File: src/rtl/ir_decode_pkg.sv
// Shared opcode, condition-code and flag definitions for the instruction decode stage.
package ir_decode_pkg;

    localparam int FLAG_Z = 3;
    localparam int FLAG_C = 2;
    localparam int FLAG_N = 1;
    localparam int FLAG_V = 0;

    typedef enum logic [2:0] {
        COND_AL = 3'b000,
        COND_EQ = 3'b001,
        COND_NE = 3'b010,
        COND_CS = 3'b011,
        COND_CC = 3'b100,
        COND_MI = 3'b101,
        COND_PL = 3'b110,
        COND_VS = 3'b111
    } cond_t;

    // Ir[15:11]; encodings above OP_HALT are reserved.
    typedef enum logic [4:0] {
        OP_NOP  = 5'd0,
        OP_ADD  = 5'd1,
        OP_ADC  = 5'd2,
        OP_SUB  = 5'd3,
        OP_SBC  = 5'd4,
        OP_AND  = 5'd5,
        OP_OR   = 5'd6,
        OP_XOR  = 5'd7,
        OP_NOT  = 5'd8,
        OP_SHL  = 5'd9,
        OP_SHR  = 5'd10,
        OP_ASR  = 5'd11,
        OP_ROL  = 5'd12,
        OP_ROR  = 5'd13,
        OP_CMP  = 5'd14,
        OP_TST  = 5'd15,
        OP_MOV  = 5'd16,
        OP_MOVI = 5'd17,
        OP_ADDI = 5'd18,
        OP_LD   = 5'd19,
        OP_ST   = 5'd20,
        OP_BR   = 5'd21,
        OP_JMP  = 5'd22,
        OP_HALT = 5'd23
    } Opcode_t;

    function automatic logic is_legal_opcode(Opcode_t op);
        return (op <= OP_HALT);
    endfunction

endpackage

File: src/rtl/ir_decode_cond_eval.sv
// Combinational branch-condition evaluator: condition code against a flag vector.
module ir_decode_cond_eval
    import ir_decode_pkg::*;
#(
    parameter int FLAG_W = 4
) (
    input  cond_t             i_cond,
    input  logic [FLAG_W-1:0] i_flags,
    output logic              o_true
);

    always_comb begin
        o_true = 1'b0;
        case (i_cond)
            COND_AL: o_true = 1'b1;
            COND_EQ: o_true = i_flags[FLAG_Z];
            COND_NE: o_true = ~i_flags[FLAG_Z];
            COND_CS: o_true = i_flags[FLAG_C];
            COND_CC: o_true = ~i_flags[FLAG_C];
            COND_MI: o_true = i_flags[FLAG_N];
            COND_PL: o_true = ~i_flags[FLAG_N];
            COND_VS: o_true = i_flags[FLAG_V];
            default: o_true = 1'b0;
        endcase
    end

endmodule

File: src/rtl/ir_decode.sv
// Instruction register, field decode and architectural flag register.
// Optional ILLEGAL_OP_TRAP_EN adds IllegalOp and replaces reserved opcodes with NOP at commit.
module ir_decode
    import ir_decode_pkg::*;
#(
    parameter int DATA_W = 16,
    parameter int FLAG_W = 4
) (
    input  logic              Clock,
    input  logic              Reset,
    input  logic [DATA_W-1:0] SysBus,
    input  logic              IrWe,
    input  logic              AluWe,
    input  logic [FLAG_W-1:0] AluFlags,
    output logic [9:0]        OpcodeCondIn,
    output logic [FLAG_W-1:0] Flags,
    output logic              IrValid,
    output logic [2:0]        Rd,
    output logic [2:0]        Rs1,
    output logic [2:0]        Rs2,
    output logic [DATA_W-1:0] Imm8,
    output logic [DATA_W-1:0] Imm5,
    output logic              CarryIn,
`ifdef ILLEGAL_OP_TRAP_EN
    output logic              IllegalOp,
`endif
    output logic              CondTrue
);

    typedef enum logic {
        S_IDLE = 1'b0,
        S_LOAD = 1'b1
    } load_state_t;

    load_state_t       r_state;
    load_state_t       w_state_next;
    logic              w_shadow_we;
    logic              w_commit;
    logic [DATA_W-1:0] r_shadow;
    logic [DATA_W-1:0] r_ir;
    logic [DATA_W-1:0] w_commit_word;
    logic [DATA_W-1:0] w_ir_next;
    logic [FLAG_W-1:0] r_flags;
    logic [FLAG_W-1:0] w_flags_next;
    logic              r_ir_valid;
    logic              r_cond_true;
    logic              w_cond_next;

    always_ff @(posedge Clock) begin
        if (Reset) r_state <= S_IDLE;
        else       r_state <= w_state_next;
    end

    always_comb begin
        w_state_next = r_state;
        w_shadow_we  = 1'b0;
        w_commit     = 1'b0;
        case (r_state)
            S_IDLE: begin
                if (IrWe) begin
                    w_shadow_we  = 1'b1;
                    w_state_next = S_LOAD;
                end
            end
            S_LOAD: begin
                if (IrWe) begin
                    w_shadow_we = 1'b1;
                end else begin
                    w_commit     = 1'b1;
                    w_state_next = S_IDLE;
                end
            end
            default: w_state_next = S_IDLE;
        endcase
    end

`ifdef ILLEGAL_OP_TRAP_EN
    logic w_legal;
    logic r_illegal;

    assign w_legal       = is_legal_opcode(Opcode_t'(r_shadow[15:11]));
    assign w_commit_word = w_legal ? r_shadow : '0;

    always_ff @(posedge Clock) begin
        if (Reset)         r_illegal <= 1'b0;
        else if (w_commit) r_illegal <= ~w_legal;
    end

    assign IllegalOp = r_illegal;
`else
    assign w_commit_word = r_shadow;
`endif

    // CondTrue is registered from the post-edge Ir/flags so it lines up with them.
    assign w_ir_next    = w_commit ? w_commit_word : r_ir;
    assign w_flags_next = AluWe ? AluFlags : r_flags;

    ir_decode_cond_eval #(
        .FLAG_W (FLAG_W)
    ) u_cond_eval (
        .i_cond  (cond_t'(w_ir_next[10:8])),
        .i_flags (w_flags_next),
        .o_true  (w_cond_next)
    );

    always_ff @(posedge Clock) begin
        if (Reset) begin
            r_shadow    <= '0;
            r_ir        <= '0;
            r_flags     <= '0;
            r_ir_valid  <= 1'b0;
            r_cond_true <= 1'b0;
        end else begin
            if (w_shadow_we) r_shadow <= SysBus;
            r_ir        <= w_ir_next;
            r_flags     <= w_flags_next;
            r_ir_valid  <= w_commit;
            r_cond_true <= w_cond_next;
        end
    end

    assign OpcodeCondIn = r_ir[15:6];
    assign Rd           = r_ir[10:8];
    assign Rs1          = r_ir[7:5];
    assign Rs2          = r_ir[4:2];
    assign Imm8         = {{(DATA_W-8){r_ir[7]}}, r_ir[7:0]};
    assign Imm5         = {{(DATA_W-5){r_ir[4]}}, r_ir[4:0]};
    assign Flags        = r_flags;
    assign CarryIn      = r_flags[FLAG_C];
    assign IrValid      = r_ir_valid;
    assign CondTrue     = r_cond_true;

endmodule

File: config.mk
export PLATFORM = sky130hd
export DESIGN_NAME = ir_decode
export DESIGN_NICKNAME = d
export VERILOG_FILES = /design/src/rtl/ir_decode_pkg.sv /design/src/rtl/ir_decode_cond_eval.sv /design/src/rtl/ir_decode.sv
export SDC_FILE = /design/constraint.sdc
export NUM_CORES = 1
export LEC_CHECK = 0
export CAP_MARGIN = 25
export CELL_PAD_IN_SITES_DETAIL_PLACEMENT = 0
export CELL_PAD_IN_SITES_GLOBAL_PLACEMENT = 2
export CORE_UTILIZATION = 26
export DETAILED_ROUTE_END_ITERATION = 16
export PLACE_DENSITY_LB_ADDON = 0.1
export SYNTH_ARGS = -nofsm -noshare
export SYNTH_HDL_FRONTEND = slang
export SYNTH_HIERARCHICAL = 1
export SYNTH_SLANG_ARGS = --single-unit
File: constraint.sdc
create_clock -name Clock -period 5.4 [get_ports Clock]
set_clock_uncertainty 0.15 [all_clocks]
set_input_delay 0.81 -clock Clock [delete_from_list [all_inputs] [get_ports Clock]]
set_output_delay 0.81 -clock Clock [all_outputs]
set_load 0.005 [all_outputs]
Yosys cells after proc, flatten, opt, wreduce, memory -nomap -nowiden
Index checks and enable logic that the tools add are counted.
{ "classes": {"add_sub_neg": 0, "multipliers": 0, "div_mod_pow": 0, "n_lt_le_gt_ge": 0, "eq_ne": 7, "shifts": 0, "muxes": 6, "n_bitwise": 3, "reduce_logical": 1} }
{ "ops": {"columns": ["op", "n"], "rows": [
  ["$eq 3x3->1 const B", 4],
  ["$mux 11", 1],
  ["$pmux 1 s8", 1],
  ["$eq 3x2->1 const B", 2],
  ["$mux 4", 1],
  ["$eq 3x1->1 const B", 1],
  ["$logic_not 3->1", 1],
  ["$mux 1", 3],
  ["$not 1->1", 3]
]} }
{ "word_totals": {"regBits": 39, "latch_bits": 0, "ram_bits": 0, "rom_bits": 0, "input_bits": 24, "out_inout_bits": 58, "elab_cells": 24, "memories": 0} }

Longest topological paths before layout
Gate-level depths: netlist (run 1).
{ "depth": {"depth_word": 5, "ltp_mapped": 7, "depth_no_buf": 6} }

Cells and area by module
The synthesis (run 1) kept the hierarchy.
{ "by_module_without_submodules": {"columns": ["mod", "instances", "cells_per_inst", "area_per_inst_um2", "seq_area_each_um2"], "rows": [
  ["ir_decode", 1, 182, 1830.5, 780.7],
  ["ir_decode_cond_eval", 1, 9, 63.8, 0.0]
]} }

Least setup slack after synthesis (run 1)
OpenSTA, ideal clock, no wires.
{ "synth_path": {"path_kind": "input to register", "startpoint": "input port IrWe", "endpoint": "register r_cond_true, in the netlist CondTrue", "setup_time_ps": 115, "arrival_ps": 2027, "required_time_ps": 5135, "slack_ps": 3108, "stages": 7, "n_path_buf": 1, "path_cell_list": "nor2b_1 > buf_4 > mux2_1 > nand2b_1 > a41oi_1 > o211ai_1 > nor2b_1"} }
{ "synth_between": {"elab_chain_cells": 5, "word_cells_on_any_way": 12, "cone_classes": "eq/ne: 7; mux: 4; reduce/logical: 1"} }
{ "synth_rtl": {"columns": ["item", "line_no", "text"], "rows": [
  ["from (decl)", "ir_decode.sv:12", "input logic IrWe,"],
  ["$mux 1 (*)", "ir_decode.sv:66", "if (IrWe) begin"],
  ["$mux 1 (*)", "ir_decode.sv:58", "case (r_state)"],
  ["$mux 11 (*)", "ir_decode.sv:95", "assign w_ir_next = w_commit ? w_commit_word : r_ir;"],
  ["net w_ir_next[8]", "ir_decode.sv:42", "logic [DATA_W-1:0] w_ir_next;"],
  ["$eq 3x3->1 (tied with other cells)", "ir_decode_cond_eval.sv:14", "case (i_cond)"],
  ["$pmux 1 s8 (*)", "ir_decode_cond_eval.sv:14", null],
  ["net w_cond_next", "ir_decode.sv:47", "logic w_cond_next;"],
  ["to (signal assigned)", "ir_decode.sv:118", "r_cond_true <= w_cond_next;"],
  ["to (decl)", "ir_decode.sv:46", "logic r_cond_true;"]
]} }
Mark *: on every way through the listed nets, which the timed path passes. The rest lies on a longest branch.
A chain may end at the register's enable or synchronous reset.

Final worst setup path (run 1)
Ends and elaborated chain as after synthesis.

==> results of run 1 <==
[critical path, delay by kind of cell]
family / cells / cell delay (ns)
buffers and inverters: 2 / 0.65
AND/OR/NAND/NOR: 3 / 1.06
AO/OA/AOI/OAI: 2 / 0.31
multiplexers: 1 / 0.44
[power breakdown]
part / total, mW / switching, mW / internal [mW]
clock network: 0.251 / 0.101 / 0.150
registers: 0.308 / 0.00872 / 0.299
logic: 0.0741 / 0.0265 / 0.0475
total: 0.633 / 0.136 / 0.496
[final cells by class]
| class | instances | area [um^2] |
|---|---|---|
| clock inverter | 2 | 35.03 |
| multi-input combinational | 104 | 775.7 |
| timing repair buffer | 82 | 813.3 |
| tap | 96 | 120.1 |
| fill | 690 | 4299 |
| sequential | 39 | 780.7 |
| clock buffer | 6 | 82.58 |
[synthesized netlist by cell type]
library cell / n
a211o_1: 1
a31oi_1: 1
a41oi_1: 1
and4b_1: 1
buf_2: 4
buf_4: 37
buf_6: 2
clkbuf_1: 4
clkbuf_2: 1
dfxtp_1: 39
mux2_1: 3
mux2_2: 4
mux2i_1: 16
nand2b_1: 18
nand4bb_1: 12
nor2_1: 17
nor2b_1: 9
o211ai_1: 1
o21ai_0: 8
o21ai_1: 8
or4bb_1: 4
[through the flow]
step	hold slack, ns	worst slack, ns	cell area, um^2	util [%]	instances
2_1_floorplan	0.3012	3.108	1894	-	191
3_3_place_gp	0.3181	1.882	2490	36.05	321
3_5_place_dp	0.3249	1.793	2490	36.05	321
4_1_cts	0.3381	2.092	2608	37.75	329
5_1_grt	0.3532	1.883	2608	37.75	329
6_report	0.3290	2.097	2608	37.75	329
[flip-flops by register name, summed over array words and instances, names as in the netlist]
register and count:
CondTrue 1, Flags 4, IrValid 1, r_ir 16, r_shadow 16, r_state 1
[worst max path at each step]
stage / startpoint / cells after the start / slack (ns) / to
6_report: IrWe / 8 / 2.10 / CondTrue
5_1_grt: IrWe / 8 / 1.88 / CondTrue
4_1_cts: IrWe / 8 / 2.09 / CondTrue
3_5_place_dp: IrWe / 8 / 1.79 / CondTrue
3_3_place_gp: IrWe / 8 / 1.88 / CondTrue
2_1_floorplan: IrWe / 7 / 3.11 / CondTrue
[cell families after synthesis]
group / Yosys count / share of synthesized area [%]
buffers and inverters: 48 / 17.97
AOI/OAI and AO/OA: 20 / 5.879
muxes: 23 / 12.62
DFF: 39 / 41.22
and+or+nand+nor: 61 / 22.32
[per-layer routing]
layer  GRT usage, %  vias up
met5              0        -
met4          4.471        0
met3          3.697        4
met2          18.25       57
met1          11.73      644
li1               -      691
==> impl_metrics.env, run 1 <==
export IMPL_syn_inst=191
export IMPL_max_slew_margin_rel_pct=44.55
export IMPL_synthTopCellsByArea="dfxtp_1, buf_4, mux2i_1"
export IMPL_design_core_area_um2=6907
export IMPL_grt_pass1_vias=1307
export IMPL_clockBufferDepth=2
export IMPL_syn_area_um2=1894
export IMPL_io_pins=82
export IMPL_area_growth_pct=37.65
export IMPL_rsz0062_at_grt="no"
export IMPL_critPathSlowestCell="nor2b_2"
export IMPL_insertedDiodeCount=0
export IMPL_reg2regPathDepth=6
export IMPL_period_needed_ns=3.303
export IMPL_synth_nets=215
export IMPL_cts_sinks=39
export IMPL_cts_resized=0
export IMPL_clkTransAtPathRegs_ns=0.07
export IMPL_hold_end="r_ir[12]"
export IMPL_critical_path_class="in -> reg"
export IMPL_start_util_pct=27.43
export IMPL_synth_area_leader_cell="dfxtp_1"
export IMPL_wl_mm=4.078
export IMPL_grt_ovfl_total=0
export IMPL_cts_setup_buffers=0
export IMPL_grt_pass1_wl_mm=6.085
export IMPL_worstPathCellList="clkdlybuf4s50_1 > buf_4 > nor2b_2 > mux2_1 > and4b_1 > a41oi_1 > o211ai_1 > nor2b_1"
export IMPL_htreeDepth=2
export IMPL_drt_met1_wl_mm=1.801
export IMPL_root_buffer="clkbuf_8"
export IMPL_wl_met3_um=291
export IMPL_firstDrtPassIters=4
export IMPL_grt_max_degree=56
export IMPL_slew_violations=0
export IMPL_highest_layer="met4"
export IMPL_fmaxAchievable_mhz=302.8
export IMPL_worstSkewPairLatency_ns=0.29
export IMPL_ys_ff_latch=39
export IMPL_synth_distinct_cells=21
export IMPL_worstSetupEndpointType="register"
export IMPL_avgSynthCellArea_um2=9.918
export IMPL_peakVddDrop_uv=103.7
export IMPL_synth_top_area_share_pct=41.22
export IMPL_r2r_slack_ns=2.46
export IMPL_critical_path_max_stage_delay_ns=0.70
export IMPL_die_area_um2=7631
export IMPL_cp_start_kind="input port"
export IMPL_route_met2_wl_mm=1.938
export IMPL_antenna_found_initial=0
export IMPL_final_common_cell="clkdlybuf4s50_1"
export IMPL_final_cell_mix="clkdlybuf4s50_1, dfxtp_1, nand2b_1, nor2_1, mux2i_1"
export IMPL_hold_class="reg -> reg"
export IMPL_die_w_um=87.36
export IMPL_maxCapViolations=0
export IMPL_num_nets_final=256
export IMPL_cts_tree="yes"
export IMPL_crit_fanout=34
export IMPL_r2r_end="CondTrue"
export IMPL_r2r_start="r_state"
export IMPL_hold_depth=2
export IMPL_setup_viol=0
export IMPL_drc=0
export IMPL_ys_seq_area_share_pct=41.22
export IMPL_die_h_um=87.36
export IMPL_tightest_slew_ns=0.8280
export IMPL_hold_viol_final=0
export IMPL_yosysWarnings=6
export IMPL_cts_buffers=5
export IMPL_antenna_left=0
export IMPL_port_buffers=81
export IMPL_finalPower_mw=0.6327
export IMPL_status="complete, no violations"
export IMPL_vias=1396
export IMPL_final_layout_size_suffix_gt1_share_pct=6.438
export IMPL_hold_buffers=0
export IMPL_post_drt_wl_per_cell_um=12.40
export IMPL_via_per_inst=4.243
export IMPL_num_rows=30
export IMPL_setup_tns_ns=0
export IMPL_finalCritPeriodShare_pct=61.17
export IMPL_crit_required_ns=5.40
export IMPL_place_congestion=0.6174
export IMPL_drt_iter0_markers=57
export IMPL_power_leakage_nw=0.9586
export IMPL_power_density_nw_per_um2=242.6
export IMPL_hold_start="r_ir[12]"
export IMPL_hpwl_mm=2.774
export IMPL_crit_arrival_ns=3.30
export IMPL_grt_usage_pct=10.57
No activity file was read; power rests on OpenSTA's default activity.
==> inputs of run 2 (changes only) <==
--- a/config.mk
+++ b/config.mk
@@ -8,7 +8,7 @@
 export CAP_MARGIN = 25
 export CELL_PAD_IN_SITES_DETAIL_PLACEMENT = 0
 export CELL_PAD_IN_SITES_GLOBAL_PLACEMENT = 2
-export CORE_UTILIZATION = 26
+export CORE_UTILIZATION = 22
 export DETAILED_ROUTE_END_ITERATION = 16
 export PLACE_DENSITY_LB_ADDON = 0.1
 export SYNTH_ARGS = -nofsm -noshare
==> constraint.sdc (replaced) <==
create_clock -name Clock -period 2.65 [get_ports Clock]
set_clock_uncertainty 0.15 [all_clocks]
set_input_delay 0.3975 -clock Clock [delete_from_list [all_inputs] [get_ports Clock]]
set_output_delay 0.3975 -clock Clock [all_outputs]
set_load 0.005 [all_outputs]
==> run 2 against run 1 <==
Highest routed layer unchanged. Largest power group unchanged. Final area is 0.14% higher. Critical endpoint is now Imm5[12]. Global-route usage is 1.1 points lower. Sequential cell count stayed put. Cell count is 3.3% higher. Clock power is 76% higher. Wire length is 6.1% higher. Worst hold slack worse by 0.0076 ns. Power is 94% higher.
==> impl_metrics.env, run 2 (synthesis gave the netlist of run 1 again) <==
export IMPL_hold_viol_final=0
export IMPL_cts_sinks=39
export IMPL_worstSetupEndpointType="output port"
export IMPL_power_density_nw_per_um2=469.0
export IMPL_finalPower_mw=1.225
export IMPL_setup_viol=0
export IMPL_setup_tns_ns=0
export IMPL_die_w_um=94.79
export IMPL_reg2regPathDepth=7
export IMPL_drc=0
export IMPL_die_h_um=94.79
export IMPL_root_buffer="clkbuf_8"
export IMPL_slew_violations=0
export IMPL_peakVddDrop_uv=207.9
export IMPL_hpwl_mm=2.796
export IMPL_r2r_end="CondTrue"
export IMPL_place_congestion=0.6051
export IMPL_multiInputGateArea_um2=775.7
export IMPL_finalCritPeriodShare_pct=74.81
export IMPL_path_depth=1
export IMPL_final_core_util_pct=31.62
export IMPL_clockBufferDepth=2
export IMPL_area_growth_pct=37.85
export IMPL_grt_max_degree=56
export IMPL_r2r_slack_ns=0.73
export IMPL_cts_buffers=5
export IMPL_fmaxAchievable_mhz=504.4
export IMPL_final_common_cell="clkdlybuf4s50_1"
export IMPL_post_drt_wl_per_cell_um=12.72
export IMPL_io_pins=82
export IMPL_final_cell_mix="clkdlybuf4s50_1, dfxtp_1, nand2b_1, nor2_1, mux2i_1"
export IMPL_num_nets_final=258
export IMPL_hold_class="reg -> reg"
export IMPL_port_buffers=81
export IMPL_drt_iter0_markers=39
export IMPL_antenna_left=0
export IMPL_antenna_found_initial=0
export IMPL_wl_mm=4.325
export IMPL_power_leakage_nw=0.9593
export IMPL_grt_usage_pct=9.502
export IMPL_status="complete, no violations"
export IMPL_grt_pass1_vias=1285
export IMPL_grt_pass1_wl_mm=6.444
export IMPL_start_util_pct=22.94
export IMPL_insertedDiodeCount=0
export IMPL_final_layout_size_suffix_gt1_share_pct=7.234
export IMPL_worstPathCellList="clkdlybuf4s50_1"
export IMPL_crit_fanout=15
export IMPL_worstSkewPairLatency_ns=0.29
export IMPL_crit_arrival_ns=1.43
export IMPL_r2r_start="r_state"
export IMPL_vias=1362
export IMPL_maxCapViolations=0
export IMPL_path_buf_inv=1
export IMPL_num_rows=33
export IMPL_firstDrtPassIters=4
export IMPL_grt_ovfl_total=0
export IMPL_critPathTopFamily="buffers and inverters"
export IMPL_critical_path_max_stage_delay_ns=0.59
export IMPL_htreeDepth=2
export IMPL_rsz0062_at_grt="no"
export IMPL_cp_start_kind="register"
export IMPL_startpoint="r_ir[4]"
export IMPL_crit_required_ns=2.10
export IMPL_seqCellArea_um2=780.7
export IMPL_max_slew_margin_rel_pct=41.17
export IMPL_cts_setup_buffers=0
export IMPL_critPathSlowestCell="clkdlybuf4s50_1"
export IMPL_period_needed_ns=1.982
export IMPL_cts_tree="yes"
export IMPL_die_area_um2=8985
export IMPL_tightest_slew_ns=0.8824
export IMPL_fillers=869
export IMPL_crit_end="Imm5[12]"
export IMPL_design_core_area_um2=8258
export IMPL_clkTransAtPathRegs_ns=0.07
export IMPL_critical_path_class="reg -> out"
export IMPL_hold_buffers=0
export IMPL_via_per_inst=4.006
export IMPL_cts_resized=0
[run 2: how the worst min path moves through the flow]
stage                            start           end  slack (ns)  cells past startpoint
final                         r_ir[15]      r_ir[15]        0.32                      2
after global routing          r_ir[15]      r_ir[15]        0.35                      2
after detailed placement      r_ir[15]      r_ir[15]        0.31                      2
after CTS                     r_ir[15]      r_ir[15]        0.33                      2
after floorplan           r_shadow[15]  r_shadow[15]        0.30                      2
after global placement        r_ir[15]      r_ir[15]        0.31                      2
[run 2: report_power, final]
| part | total [mW] | internal (mW) | leakage (nW) | switching (mW) |
|---|---|---|---|---|
| sequential | 0.624 | 0.610 | 0.319 | 0.0140 |
| combinational | 0.158 | 0.0979 | 0.588 | 0.0599 |
| clock | 0.443 | 0.238 | 0.0515 | 0.205 |
[run 2: metrics by stage]
step                      area, um^2  worst slack, ns  hold WS [ns]  instances
final                           2611           0.6676        0.3214        340
after global routing            2611           0.5595        0.3463        340
after CTS                       2611           0.6201        0.3265        340
after detailed placement        2511           0.4349        0.3110        332
after global placement          2511           0.4246        0.3147        332
after floorplan                 1894           0.7455        0.3012        191
[run 2: layer usage]
metal	up-vias	routed length (um)	GRT usage, %
met4	0	54	3.409
met1	622	2209	13.04
met2	35	1870	13.97
met5	-	0	0
li1	699	-	-
met3	6	191	2.818
[run 2: area by class of cell]
class	count	share of cell area (%)
multi-input combinational	104	29.71
timing repair buffer	84	31.53
tap	105	5.031
clock buffer	8	3.833
sequential	39	29.90
==> inputs of run 3 (changes only) <==
==> constraint.sdc (replaced) <==
create_clock -name Clock -period 1.7 [get_ports Clock]
set_clock_uncertainty 0.15 [all_clocks]
set_input_delay 0.255 -clock Clock [delete_from_list [all_inputs] [get_ports Clock]]
set_output_delay 0.255 -clock Clock [all_outputs]
set_load 0.005 [all_outputs]
==> run 3 against run 2 <==
The flow now finishes with violations (negative setup slack). Wire length increased by 0.49%. Register-to-register slack got worse by 0.75 ns. Count of clock-buffer cells in the layout shrank 2. Critical path depth grew 5. Core utilization grew 2.0 points. Sequential cell count unchanged. Global-route usage increased by 0.28 points.
==> impl_metrics.env, run 3 (synthesis gave the netlist of run 1 again) <==
export IMPL_violations="negative setup slack"
export IMPL_fmaxAchievable_mhz=573.2
export IMPL_final_core_util_pct=33.61
export IMPL_drt_iter0_markers=57
export IMPL_period_needed_ns=1.745
export IMPL_grt_pass1_wl_mm=6.589
export IMPL_final_common_cell="clkdlybuf4s50_1"
export IMPL_finalCritPeriodShare_pct=102.6
export IMPL_post_drt_wl_per_cell_um=12.42
export IMPL_grt_pass1_vias=1343
export IMPL_hpwl_mm=2.820
export IMPL_tightest_slew_ns=0.7377
export IMPL_cts_buffers=5
export IMPL_max_slew_margin_rel_pct=50.82
export IMPL_fin_ws_ns=-0.04458
export IMPL_dp_slack_ns=-0.3523
export IMPL_hold_viol_final=0
export IMPL_placed_area_um2=2577
export IMPL_clockBufferDepth=2
export IMPL_power_leakage_nw=1.283
export IMPL_die_area_um2=8985
export IMPL_peakVddDrop_uv=336.7
export IMPL_vias=1432
export IMPL_insertedDiodeCount=0
export IMPL_crit_required_ns=1.74
export IMPL_crit_fanout=4
export IMPL_worstSetupEndpointType="register"
export IMPL_num_nets_final=268
export IMPL_area_growth_pct=46.50
export IMPL_status="finished, violations left"
export IMPL_worstPathCellList="clkdlybuf4s50_1 > mux2_2 > and4b_1 > a41oi_2 > o211ai_1 > nor2b_1"
export IMPL_cts_tree="yes"
export IMPL_final_area_um2=2775
export IMPL_io_pins=82
export IMPL_swShare_pct=22.34
export IMPL_critPathTopFamily="buffers and inverters"
export IMPL_critPathSlowestCell="clkdlybuf4s50_1"
export IMPL_worstSkewPairLatency_ns=0.29
export IMPL_hold_class="in -> reg"
export IMPL_port_buffers=81
export IMPL_critical_path_class="in -> reg"
export IMPL_slew_violations=0
export IMPL_p_int_mw=1.588
export IMPL_crit_arrival_ns=1.78
export IMPL_wl_mm=4.346
export IMPL_start_util_pct=22.94
export IMPL_grt_max_degree=50
export IMPL_critical_path_max_stage_delay_ns=0.56
export IMPL_htreeDepth=2
export IMPL_clkTransAtPathRegs_ns=0.07
export IMPL_die_w_um=94.79
export IMPL_via_per_inst=4.091
export IMPL_switching_power_mw=0.4570
export IMPL_die_h_um=94.79
export IMPL_antenna_found_initial=0
export IMPL_cts_sinks=39
export IMPL_design_core_area_um2=8258
export IMPL_num_rows=33
export IMPL_antenna_left=0
export IMPL_grt_usage_pct=9.781
export IMPL_maxCapViolations=0
export IMPL_dp_cells=339
export IMPL_clkPwrFrac_pct=39.8
export IMPL_root_buffer="clkbuf_8"
export IMPL_power_density_nw_per_um2=737.1
export IMPL_power_frac_seq_pct=47.4
export IMPL_hold_buffers=0
export IMPL_final_cell_mix="clkdlybuf4s50_1, dfxtp_1, nor2_1, nand2b_1, mux2i_1"
export IMPL_setup_viol=1
export IMPL_drc=0
export IMPL_cp_start_kind="input port"
export IMPL_power_frac_comb_pct=12.8
export IMPL_firstDrtPassIters=4
export IMPL_stdcell_count=350
export IMPL_path_buf_inv=1
export IMPL_grt_ovfl_total=0
export IMPL_rsz0062_at_grt="yes"
export IMPL_final_layout_size_suffix_gt1_share_pct=14.69
export IMPL_place_congestion=0.6307
[run 3: tightest hold or removal path, stage by stage]
cell     delay, ns
buf_2         0.12
nor2b_4       0.06
buf_4         0.12
o21ai_1       0.14
[run 3: path summary, 6_finish.rpt]
path                 start       end  slack, ns  cells after the start
hold reg to reg   r_ir[15]  r_ir[15]       0.32                      2
setup reg to reg   r_state  CondTrue      -0.02                      6
setup / recovery     AluWe  CondTrue      -0.04                      6
hold / removal        IrWe   r_ir[9]       0.30                      4
[run 3: repair_timing]
action                                  CTS  global route
pin swaps                                 1             0
endpoints found under the setup margin   26            23
setup buffers                             0             3
gates resized for setup                   6            16
[run 3: final cells by class]
class / instances / area [um^2]
repair buffers: 94 / 933.4
fillers: 857 / 5483
multi-input cells: 104 / 803.3
well taps: 105 / 131.4
clock buffers: 6 / 82.58
clock inverters: 2 / 35.03
flip-flops and latches: 39 / 789.5
[run 3: power groups by stage]
stage | Clock [mW] | Combinational [mW] | Sequential, mW
final | 0.814 | 0.262 | 0.969
after floorplan | 0 | 0.141 | 0.993
after CTS | 0.857 | 0.267 | 0.972
after global placement | 0 | 0.265 | 0.994
after detailed placement | 0 | 0.262 | 0.995
after global routing | 0.890 | 0.289 | 0.974
[run 3: stage by stage]
stage | TNS [ns] | total power, mW | hold WS (ns)
floorplan | -0.05453 | 1.133 | 0.2518
global placement | -0.3417 | 1.259 | 0.3121
detailed placement | -0.3523 | 1.257 | 0.3139
CTS | -0.03229 | 2.096 | 0.2935
global route | -0.1034 | 2.153 | 0.3105
finish | -0.04458 | 2.046 | 0.2986
[run 3: layer usage]
metal,vias up,global-route usage (%),part of all wire (%)
met5,-,0,0
met4,0,4.545,1.6
met1,664,12.23,45
li1,717,-,-
met2,43,15.53,47
met3,8,2.657,5.6
